### config.mk
export PLATFORM = sky130hd
export DESIGN_NAME = mult_div_unit
export DESIGN_NICKNAME = d
export VERILOG_FILES = /design/src/rtl/mdu_pkg.sv /design/src/rtl/mdu_sign_fix.sv /design/src/rtl/mult_div_unit.sv
export SDC_FILE = /design/constraint.sdc
export NUM_CORES = 1
export LEC_CHECK = 0
export CORE_MARGIN = 3
export CORE_UTILIZATION = 60
export CTS_CLUSTER_DIAMETER = 100
export DETAILED_ROUTE_END_ITERATION = 6
export HOLD_SLACK_MARGIN = 0.12
export PLACE_DENSITY = 0.88
export SYNTH_ARGS = -nofsm -noshare
export SYNTH_HDL_FRONTEND = slang
export SYNTH_SLANG_ARGS = --single-unit
export TNS_END_PERCENT = 10
### constraint.sdc
create_clock -name clk -period 3.6 [get_ports clk]
set_clock_uncertainty 0.15 [all_clocks]
set_input_delay 1.08 -clock clk [delete_from_list [all_inputs] [get_ports clk]]
set_output_delay 1.08 -clock clk [all_outputs]
set_load 0.1 [all_outputs]
### src/rtl/mdu_pkg.sv
// Shared definitions for the iterative HI/LO multiply/divide unit.
// Op codes, FSM state type and iteration count.
package mdu_pkg;

   localparam int unsigned ITER_COUNT = 32;

   localparam logic [2:0] OP_MULT  = 3'd0;
   localparam logic [2:0] OP_MULTU = 3'd1;
   localparam logic [2:0] OP_DIV   = 3'd2;
   localparam logic [2:0] OP_DIVU  = 3'd3;
   localparam logic [2:0] OP_MTHI  = 3'd4;
   localparam logic [2:0] OP_MTLO  = 3'd5;

   typedef enum logic [1:0] {IDLE, MUL, DIV, FIX} mdu_state_e;

endpackage

### src/rtl/mdu_sign_fix.sv
// Combinational sign helpers: operand absolute values on entry and result
// negation on exit (64-bit for products, per-half for quotient/remainder).
module mdu_sign_fix #(
   parameter int unsigned WIDTH = 32
) (
   input  logic             is_signed,
   input  logic [WIDTH-1:0] a_in,
   input  logic [WIDTH-1:0] b_in,
   output logic [WIDTH-1:0] a_abs,
   output logic [WIDTH-1:0] b_abs,
   output logic             a_neg,
   output logic             b_neg,
   input  logic             wide,
   input  logic             neg_hi,
   input  logic             neg_lo,
   input  logic [WIDTH-1:0] res_hi,
   input  logic [WIDTH-1:0] res_lo,
   output logic [WIDTH-1:0] fix_hi,
   output logic [WIDTH-1:0] fix_lo
);

   logic [2*WIDTH-1:0] wide_neg;

   always_comb begin
      a_neg = is_signed & a_in[WIDTH-1];
      b_neg = is_signed & b_in[WIDTH-1];
      a_abs = a_neg ? -a_in : a_in;
      b_abs = b_neg ? -b_in : b_in;

      wide_neg = -{res_hi, res_lo};
      if (wide) begin
         // Product negation must carry across the HI/LO boundary.
         {fix_hi, fix_lo} = neg_lo ? wide_neg : {res_hi, res_lo};
      end else begin
         fix_hi = neg_hi ? -res_hi : res_hi;
         fix_lo = neg_lo ? -res_lo : res_lo;
      end
   end

endmodule

### src/rtl/mult_div_unit.sv
// Iterative MIPS HI/LO multiply/divide unit: shift-add multiply, restoring
// divide, fixed 33-cycle latency, MTHI/MTLO single-cycle writes.
module mult_div_unit
   import mdu_pkg::*;
#(
   parameter int unsigned WIDTH = 32
) (
   input  logic             clk,
   input  logic             resetN,
   input  logic             start,
   input  logic [2:0]       op,
   input  logic [WIDTH-1:0] operandA,
   input  logic [WIDTH-1:0] operandB,
   output logic             busy,
   output logic             done,
   output logic             divZero,
   output logic [WIDTH-1:0] hi,
   output logic [WIDTH-1:0] lo
);

   localparam int unsigned CntW = $clog2(ITER_COUNT);
   localparam logic [CntW-1:0] LastCnt = CntW'(ITER_COUNT - 1);

   mdu_state_e state_q, state_d;

   logic [2*WIDTH-1:0] work_q, work_d;
   logic [WIDTH-1:0]   mcand_q, mcand_d;
   logic [WIDTH-1:0]   hi_q, hi_d, lo_q, lo_d;
   logic [CntW-1:0]    cnt_q, cnt_d;
   logic               kind_mul_q, kind_mul_d;
   logic               neg_hi_q, neg_hi_d, neg_lo_q, neg_lo_d;
   logic               div_zero_q, div_zero_d;
   logic               done_q, done_d;

   logic               accept, op_mul, op_div, op_signed;
   logic [WIDTH-1:0]   a_abs, b_abs, fix_hi, fix_lo;
   logic               a_neg, b_neg;
   logic [WIDTH:0]     mul_sum, rem_shift, rem_diff;
   logic               fits;
   logic [2*WIDTH-1:0] mul_next, div_next;

   assign accept    = start && (state_q == IDLE);
   assign op_mul    = (op == OP_MULT) || (op == OP_MULTU);
   assign op_div    = (op == OP_DIV) || (op == OP_DIVU);
   assign op_signed = (op == OP_MULT) || (op == OP_DIV);

   mdu_sign_fix #(
      .WIDTH(WIDTH)
   ) u_sign_fix (
      .is_signed(op_signed),
      .a_in     (operandA),
      .b_in     (operandB),
      .a_abs    (a_abs),
      .b_abs    (b_abs),
      .a_neg    (a_neg),
      .b_neg    (b_neg),
      .wide     (kind_mul_q),
      .neg_hi   (neg_hi_q),
      .neg_lo   (neg_lo_q),
      .res_hi   (work_q[2*WIDTH-1:WIDTH]),
      .res_lo   (work_q[WIDTH-1:0]),
      .fix_hi   (fix_hi),
      .fix_lo   (fix_lo)
   );

   // One iteration step of each algorithm; work_q holds {upper, lower} halves.
   always_comb begin
      mul_sum   = {1'b0, work_q[2*WIDTH-1:WIDTH]} + (work_q[0] ? {1'b0, mcand_q} : '0);
      mul_next  = {mul_sum, work_q[WIDTH-1:1]};
      rem_shift = {work_q[2*WIDTH-1:WIDTH], work_q[WIDTH-1]};
      fits      = rem_shift >= {1'b0, mcand_q};
      rem_diff  = rem_shift - {1'b0, mcand_q};
      div_next  = {fits ? rem_diff[WIDTH-1:0] : rem_shift[WIDTH-1:0],
                   work_q[WIDTH-2:0], fits};
   end

   always_ff @(posedge clk or negedge resetN) begin
      if (!resetN) begin
         state_q <= IDLE;
      end else begin
         state_q <= state_d;
      end
   end

   always_comb begin
      state_d = state_q;
      unique case (state_q)
         IDLE: begin
            if (accept && op_mul) begin
               state_d = MUL;
            end else if (accept && op_div) begin
               state_d = DIV;
            end
         end
         MUL, DIV: begin
            if (cnt_q == LastCnt) begin
               state_d = FIX;
            end
         end
         FIX:     state_d = IDLE;
         default: state_d = IDLE;
      endcase
   end

   always_comb begin
      busy    = (state_q != IDLE);
      done    = done_q;
      divZero = div_zero_q;
      hi      = hi_q;
      lo      = lo_q;
   end

   always_comb begin
      work_d     = work_q;
      mcand_d    = mcand_q;
      hi_d       = hi_q;
      lo_d       = lo_q;
      cnt_d      = cnt_q;
      kind_mul_d = kind_mul_q;
      neg_hi_d   = neg_hi_q;
      neg_lo_d   = neg_lo_q;
      div_zero_d = div_zero_q;
      done_d     = 1'b0;
      unique case (state_q)
         IDLE: begin
            if (accept && (op_mul || op_div)) begin
               kind_mul_d = op_mul;
               mcand_d    = op_mul ? a_abs : b_abs;
               work_d     = {{WIDTH{1'b0}}, op_mul ? b_abs : a_abs};
               neg_lo_d   = a_neg ^ b_neg;
               // Remainder follows the dividend's sign.
               neg_hi_d   = op_mul ? (a_neg ^ b_neg) : a_neg;
               cnt_d      = '0;
               div_zero_d = 1'b0;
            end else if (accept && (op == OP_MTHI)) begin
               hi_d = operandA;
            end else if (accept && (op == OP_MTLO)) begin
               lo_d = operandA;
            end
         end
         MUL: begin
            work_d = mul_next;
            cnt_d  = cnt_q + CntW'(1);
         end
         DIV: begin
            work_d = div_next;
            cnt_d  = cnt_q + CntW'(1);
         end
         FIX: begin
            // A zero divisor leaves |dividend| in the remainder, so HI restores it.
            div_zero_d = !kind_mul_q && (mcand_q == '0);
            hi_d       = fix_hi;
            lo_d       = div_zero_d ? '1 : fix_lo;
            done_d     = 1'b1;
         end
         default: ;
      endcase
   end

   always_ff @(posedge clk or negedge resetN) begin
      if (!resetN) begin
         work_q     <= '0;
         mcand_q    <= '0;
         hi_q       <= '0;
         lo_q       <= '0;
         cnt_q      <= '0;
         kind_mul_q <= 1'b0;
         neg_hi_q   <= 1'b0;
         neg_lo_q   <= 1'b0;
         div_zero_q <= 1'b0;
         done_q     <= 1'b0;
      end else begin
         work_q     <= work_d;
         mcand_q    <= mcand_d;
         hi_q       <= hi_d;
         lo_q       <= lo_d;
         cnt_q      <= cnt_d;
         kind_mul_q <= kind_mul_d;
         neg_hi_q   <= neg_hi_d;
         neg_lo_q   <= neg_lo_d;
         div_zero_q <= div_zero_d;
         done_q     <= done_d;
      end
   end

endmodule

# --- Word level (Yosys, flattened, before mapping) ---
# Index checks and enable logic that the tools add are counted.
totals:
  register_bits: 172
  in_bits: 70
  output_inout_bits: 67
op_classes:
  addsub: 8
  magnitude_cmp: 1
  eq_ne: 16
  mux: 31
  bitwise_logic: 3
  n_reduce_logical: 27
op_table:
  columns: ["operator", "n"]
  rows:
  - ["32-bit 2-to-1 mux", 16]
  - ["64-bit one-hot mux with 3 select lines", 1]
  - ["64-bit 2-to-1 mux", 2]
  - ["32-bit negator", 4]
  - ["32-bit one-hot mux with 2 select lines", 2]
  - ["64-bit negator", 1]
  - ["32-bit by 32-bit adder with 33-bit output", 1]
  - ["33-bit by 32-bit >= comparator with 1-bit output", 1]
  - ["32-bit logical NOT", 1]
  - ["32-bit subtractor", 1]
  - ["5-bit one-hot mux with 2 select lines", 1]
  - ["2-bit AND reduction", 5]
  - ["2-bit by 1-bit inequality test with 1-bit output, second input constant", 4]
  - ["1-bit logical AND", 7]
  - ["3-bit by 2-bit equality test with 1-bit output, second input constant", 2]
  - ["3-bit equality test, second input constant", 2]
  - ["2-bit 2-to-1 mux", 3]
  - ["2-bit one-hot mux with 3 select lines", 1]
  - ["2-bit nonzero test", 3]
  - ["5-bit by 1-bit adder with 5-bit output, second input constant", 1]
  - ["5-bit equality test, second input constant", 1]
  - ["5-bit 2-to-1 mux", 1]
  - ["2-bit equality test, second input constant", 2]
  - ["1-bit logical OR", 4]
  - ["15 further kinds", 19]

# --- Depth between registers and ports, before layout ---
depth:
  ltp_word: 7
  mapped_depth: 14
  ltp_nobuf: 12

# --- Modules after synthesis ---
# A second synthesis with hierarchy kept.
unflattened:
  cells_unflattened: 1993
  area_unflattened_um2: 15543.7
modules_own_cells:
  columns: ["mod", "n_inst", "cells_per_inst", "area_per_inst_um2"]
  rows:
  - ["mult_div_unit", 1, 1544, 12564.6]
  - ["mdu_sign_fix", 1, 449, 2979.1]

# --- Worst setup path after synthesis ---
# OpenSTA, ideal clock, no wires.
synth_timing:
  path_type: "input -> register"
  startpoint: "in operandB[9]"
  endpoint: "reg work_q[25]"
  setup_time_ns: 0.133
  t_arrival_ns: 3.196
  t_required_ns: 3.317
  slack_ns: 0.120
  path_stages: 10
  path_buffers: 1
  path_cell_list: "or4_1 > clkbuf_1 > or4_1 > nor3b_2 > and2_2 > a21oi_1 > xnor2_1 > a21oi_1 > o21ai_0 > o21ai_0"
synth_via:
  elab_chain_cells: 5
synth_lines:
  columns: ["element", "line_no", "text"]
  rows:
  - ["from (decl)", "mult_div_unit.sv:13", "input logic [WIDTH-1:0] operandB,"]
  - ["32-bit negator", "mdu_sign_fix.sv:28", "b_abs = b_neg ? -b_in : b_in;"]
  - ["32-bit 2-to-1 mux", "mdu_sign_fix.sv:28", null]
  - ["32-bit 2-to-1 mux", "mult_div_unit.sv:129", "work_d = {{WIDTH{1'b0}}, op_mul ? b_abs : a_abs};"]
  - ["64-bit 2-to-1 mux", "mult_div_unit.sv:126", "if (accept && (op_mul || op_div)) begin"]
  - ["64-bit one-hot mux with 3 select lines", "mult_div_unit.sv:124", "unique case (state_q)"]
  - ["to (signal assigned)", "mult_div_unit.sv:173", "work_q <= work_d;"]
  - ["to (decl)", "mult_div_unit.sv:26", "logic [2*WIDTH-1:0] work_q, work_d;"]
# No other way between the ends. The select of a mux whose other input is x is not followed.
# A chain may end at the register's enable or synchronous reset.

# --- Worst setup path after layout ---
layout_timing:
  startpoint: "reg work_q[20]"
  endpoint: "reg hi_q[10] (netlist: hi[10])"
layout_via:
  elab_chain_cells: 4
layout_lines:
  columns: ["element", "line_no", "text"]
  rows:
  - ["64-bit negator", "mdu_sign_fix.sv:30", "wide_neg = -{res_hi, res_lo};"]
  - ["64-bit 2-to-1 mux", "mdu_sign_fix.sv:33", "{fix_hi, fix_lo} = neg_lo ? wide_neg : {res_hi, res_lo};"]
  - ["32-bit 2-to-1 mux", "mdu_sign_fix.sv:31", "if (wide) begin"]
  - ["32-bit one-hot mux with 2 select lines", "mult_div_unit.sv:124", null]
  - ["to (signal assigned)", "mult_div_unit.sv:175", "hi_q <= hi_d;"]
  - ["to (decl)", "mult_div_unit.sv:28", "logic [WIDTH-1:0] hi_q, hi_d, lo_q, lo_d;"]
# No other way between the ends.

==> flow_metrics.py <==
metrics = {
    "timing": {
        "maxSlewHeadroom": 0.530,
        "holdWs_ns": 0.336,
        "max_freq_ghz": 0.280,
        "slew_violations": 0,
        "finalHoldViolCount": 0,
        "period_share": 0.993,
        "setup_viol": 0,
        "final.min_clock_period_ns": 3.58,
        "worst_pin_slew_ns": 0.698,
        "rsz0062_at_grt": "yes",
    },
    "setup_path": {
        "required_ns": 3.75,
        "cp_top_family": "simple AND/OR/NAND/NOR gates",
        "end_kind": "flip-flop",
        "arrival_ns": 3.73,
        "critPathSlowestCell": "or4_4",
        "critical_path.cell_chain": "or4_4, nor4_2, nand4_1, o21ai_2, o21ai_0, xor2_1, mux2i_1, o21ai_0",
        "ff2ff_setup_slack_ns": 0.02,
        "r2r_cells": 8,
        "startpoint_type": "flip-flop",
        "crit_path_frequent_cell": "o21ai_0",
        "r2r_end": "hi[10]",
        "timing.rr.start": "work_q[20]",
        "path_max_fanout": 7,
        "cp_num_buf_inv": 0,
        "crit_type": "flip-flop to flip-flop",
        "slowest_delay_ns": 0.60,
    },
    "route": {
        "drc_errors": 19,
        "vias": 16900,
        "ant_nets": 0,
        "dr.pass1.iters": 7,
        "wl_mm": 56.5,
        "vias_per_cell": 6.81,
        "wl_per_cell_um": 22.8,
        "drt_iter0_markers": 2729,
    },
    "synth": {
        "synth_xor_area_frac": 0.0986,
        "synthMuxAreaShare": 0.0415,
        "synthSimpleGateAreaFrac": 0.186,
        "synth_cell_types": 78,
        "mappedNetlistArea_um2": 15000,
        "syn_nets": 2062,
        "synth_top_family_by_area": "compound AO/OA/AOI/OAI gates",
        "yosysSeqAreaShare": 0.287,
        "ys_seq_elements": 172,
        "synth_compound_area_frac": 0.273,
        "async_reset_ff_frac": 1.00,
        "synth_edf_count": 0,
        "synthFlopType": "dfrtp_1",
        "synth_adder_area_share": 0.0643,
        "avgSynthCellArea_um2": 7.84,
        "syn_inst": 1916,
        "ys_warn_count": 0,
    },
    "hold_path": {
        "hold_depth": 2,
        "min_to": "hi[1]",
        "worstHoldPathType": "flip-flop to flip-flop",
        "min-delay-start": "hi[1]",
    },
    "clock_network": {
        "cts_sinks": 172,
        "clock_latency_ns": 0.45,
        "clockBufferDepth": 2,
        "cts_hold_buffers": 0,
        "cts_buffers": 17,
        "cts.clk_slew.worst_paths_ns": 0.08,
        "cts-root-buf": "clkbuf_16",
        "cts_tree": "yes",
        "h-tree-depth": 4,
    },
    "floorplanning": {
        "std_cell_rows": 57,
        "io_pins": 137,
        "core_um2": 24500,
        "die_x_um": 164,
        "fp.dieArea_um2": 27000,
        "start_util": 0.614,
        "fp.dieH_um": 164,
    },
    "job": {
        "drv_cap": 0,
    },
    "global_route": {
        "grt_pass1_vias": 16057,
        "track_usage": 0.409,
        "grt_pass1_wl_mm": 86.4,
        "grt_max_degree": 72,
        "grt-ovfl-total": 0,
        "antenna_found_initial": 0,
    },
    "run_status": {
        "status": "complete, but fails checks",
        "violations": "DRC",
    },
    "power": {
        "p_leak_uw": 0.00838,
        "p_per_area_nw_per_um2": 1110,
        "max-vdd-ir-drop_uv": 1130,
    },
    "placed_design": {
        "io_buffers": 136,
        "place_area_um2": 17700,
        "placed_cells": 2446,
        "gp_congestion": 1.09,
        "dp_hpwl_mm": 42.3,
    },
    "final_layout": {
        "fin_cells": 2481,
        "fin_util": 0.751,
        "syn2layout_area_growth_pct": 22.4,
        "final_area_um2": 18400,
        "fin_nets": 2289,
        "drive_gt1_frac": 0.162,
        "fillers": 1777,
    },
}
## area by class of cell
type	count	area [um2]	area share
multi-input combinational	1555	10100	0.551
sequential	172	4300	0.234
timing repair buffer	330	2720	0.148
clock buffer	17	425	0.0231
tap	324	405	0.0221
inverter	67	251	0.0137
clock inverter	15	148	0.00803
antenna	1	2.50	0.000136
## routing by layer
metal / part of all wire / up-vias / track usage
met5: 0 / - / 0
met3: 0.13 / 355 / 0.0936
met4: 0.073 / 0 / 0.227
li1: - / 7400 / -
met2: 0.42 / 1319 / 0.623
met1: 0.37 / 7826 / 0.536
## synthesized netlist by cell type (34+ instances only)
| cell | n | share of area |
|---|---|---|
| a21o_1 | 49 | 0.024 |
| a21oi_1 | 127 | 0.042 |
| a22oi_1 | 71 | 0.035 |
| clkbuf_1 | 102 | 0.025 |
| dfrtp_1 | 172 | 0.29 |
| ha_1 | 74 | 0.062 |
| inv_1 | 67 | 0.017 |
| mux2i_1 | 51 | 0.034 |
| nand2_1 | 236 | 0.059 |
| nand3_1 | 37 | 0.012 |
| nor2_1 | 143 | 0.036 |
| o21ai_0 | 216 | 0.072 |
| o22ai_1 | 34 | 0.014 |
| xnor2_1 | 104 | 0.061 |
| xor2_1 | 65 | 0.038 |
## registers in the layout, summed over array words and instances (netlist names)
| signal | cells |
|---|---|
| cnt_q | 5 |
| divZero | 1 |
| done | 1 |
| hi | 32 |
| kind_mul_q | 1 |
| lo | 32 |
| mcand_q | 32 |
| neg_hi_q | 1 |
| neg_lo_q | 1 |
| state_q | 2 |
| work_q | 64 |
## how the worst max path moves through the flow
stage,slack (ns),start,depth (start not counted),to
2_1_floorplan,0.12,operandB[9],10,work_q[25]
3_3_place_gp,-0.42,operandB[9],10,work_q[27]
3_5_place_dp,-0.46,operandB[9],10,work_q[25]
4_1_cts,0.01,work_q[0],13,work_q[59]
5_1_grt,-0.04,operandB[9],10,work_q[27]
6_report,0.02,work_q[20],8,hi[10]
## what timing repair did
item                       4_1_cts  5_1_grt
pin swaps                        0        7
gates cloned                     0        0
setup endpoints to repair        5       32
resized for setup                5       26
setup buffers                    0        2
## cells in the final DEF (no fill, tap or decap), types with 8 or more instances in the layout
cell type / instances
nor4_1: 18
nor2b_1: 11
o21bai_1: 9
a22oi_1: 71
mux2i_1: 51
mux2_2: 10
o21ai_0: 210
clkdlybuf4s50_1: 68
a21oi_1: 127
a31oi_1: 13
inv_1: 66
nand2b_1: 21
xor2_1: 65
o221ai_1: 23
ha_1: 72
nand2_1: 236
o22ai_1: 34
a21o_1: 49
o41ai_1: 12
and2_1: 8
nor3_1: 31
dfrtp_1: 172
nand3_1: 36
nand4_1: 15
or3_1: 17
buf_4: 255
a211oi_1: 16
o31ai_1: 19
o21a_1: 9
and3_1: 12
clkbuf_16: 17
xnor2_1: 104
nor2_1: 141
## worst register-to-register path, cell delays in order, from the launching register on
cell and delay [ns]:
dfrtp_1 0.46, or4_4 0.60, nor4_2 0.43, nand4_1 0.38, o21ai_2 0.46, o21ai_0 0.19, xor2_1 0.19, mux2i_1 0.40
o21ai_0 0.17
## stage by stage
step           worst slack (ns)  total power [uW]  setup TNS (ns)
2_1_floorplan             0.120             13800               0
6_report                 0.0236             20500               0
5_1_grt                 -0.0429             21600          -0.171
3_5_place_dp             -0.465             18000           -7.94
3_3_place_gp             -0.415             17600           -5.65
4_1_cts                  0.0125             19900               0
## power breakdown
| part | internal (uW) | switching [uW] | total, uW |
|---|---|---|---|
| clock | 922 | 951 | 1870 |
| sequential | 2820 | 1070 | 3890 |
| combinational | 4950 | 9740 | 14700 |
| total | 8690 | 11800 | 20500 |
## cells by family after synthesis
logic type / Yosys count
mux: 61
fa+ha+maj: 76
compound gates: 652
buf+inv: 189
simple gates: 597
flops: 172
xor+xnor: 169
Note: power is estimated with default switching activity, not from simulation.
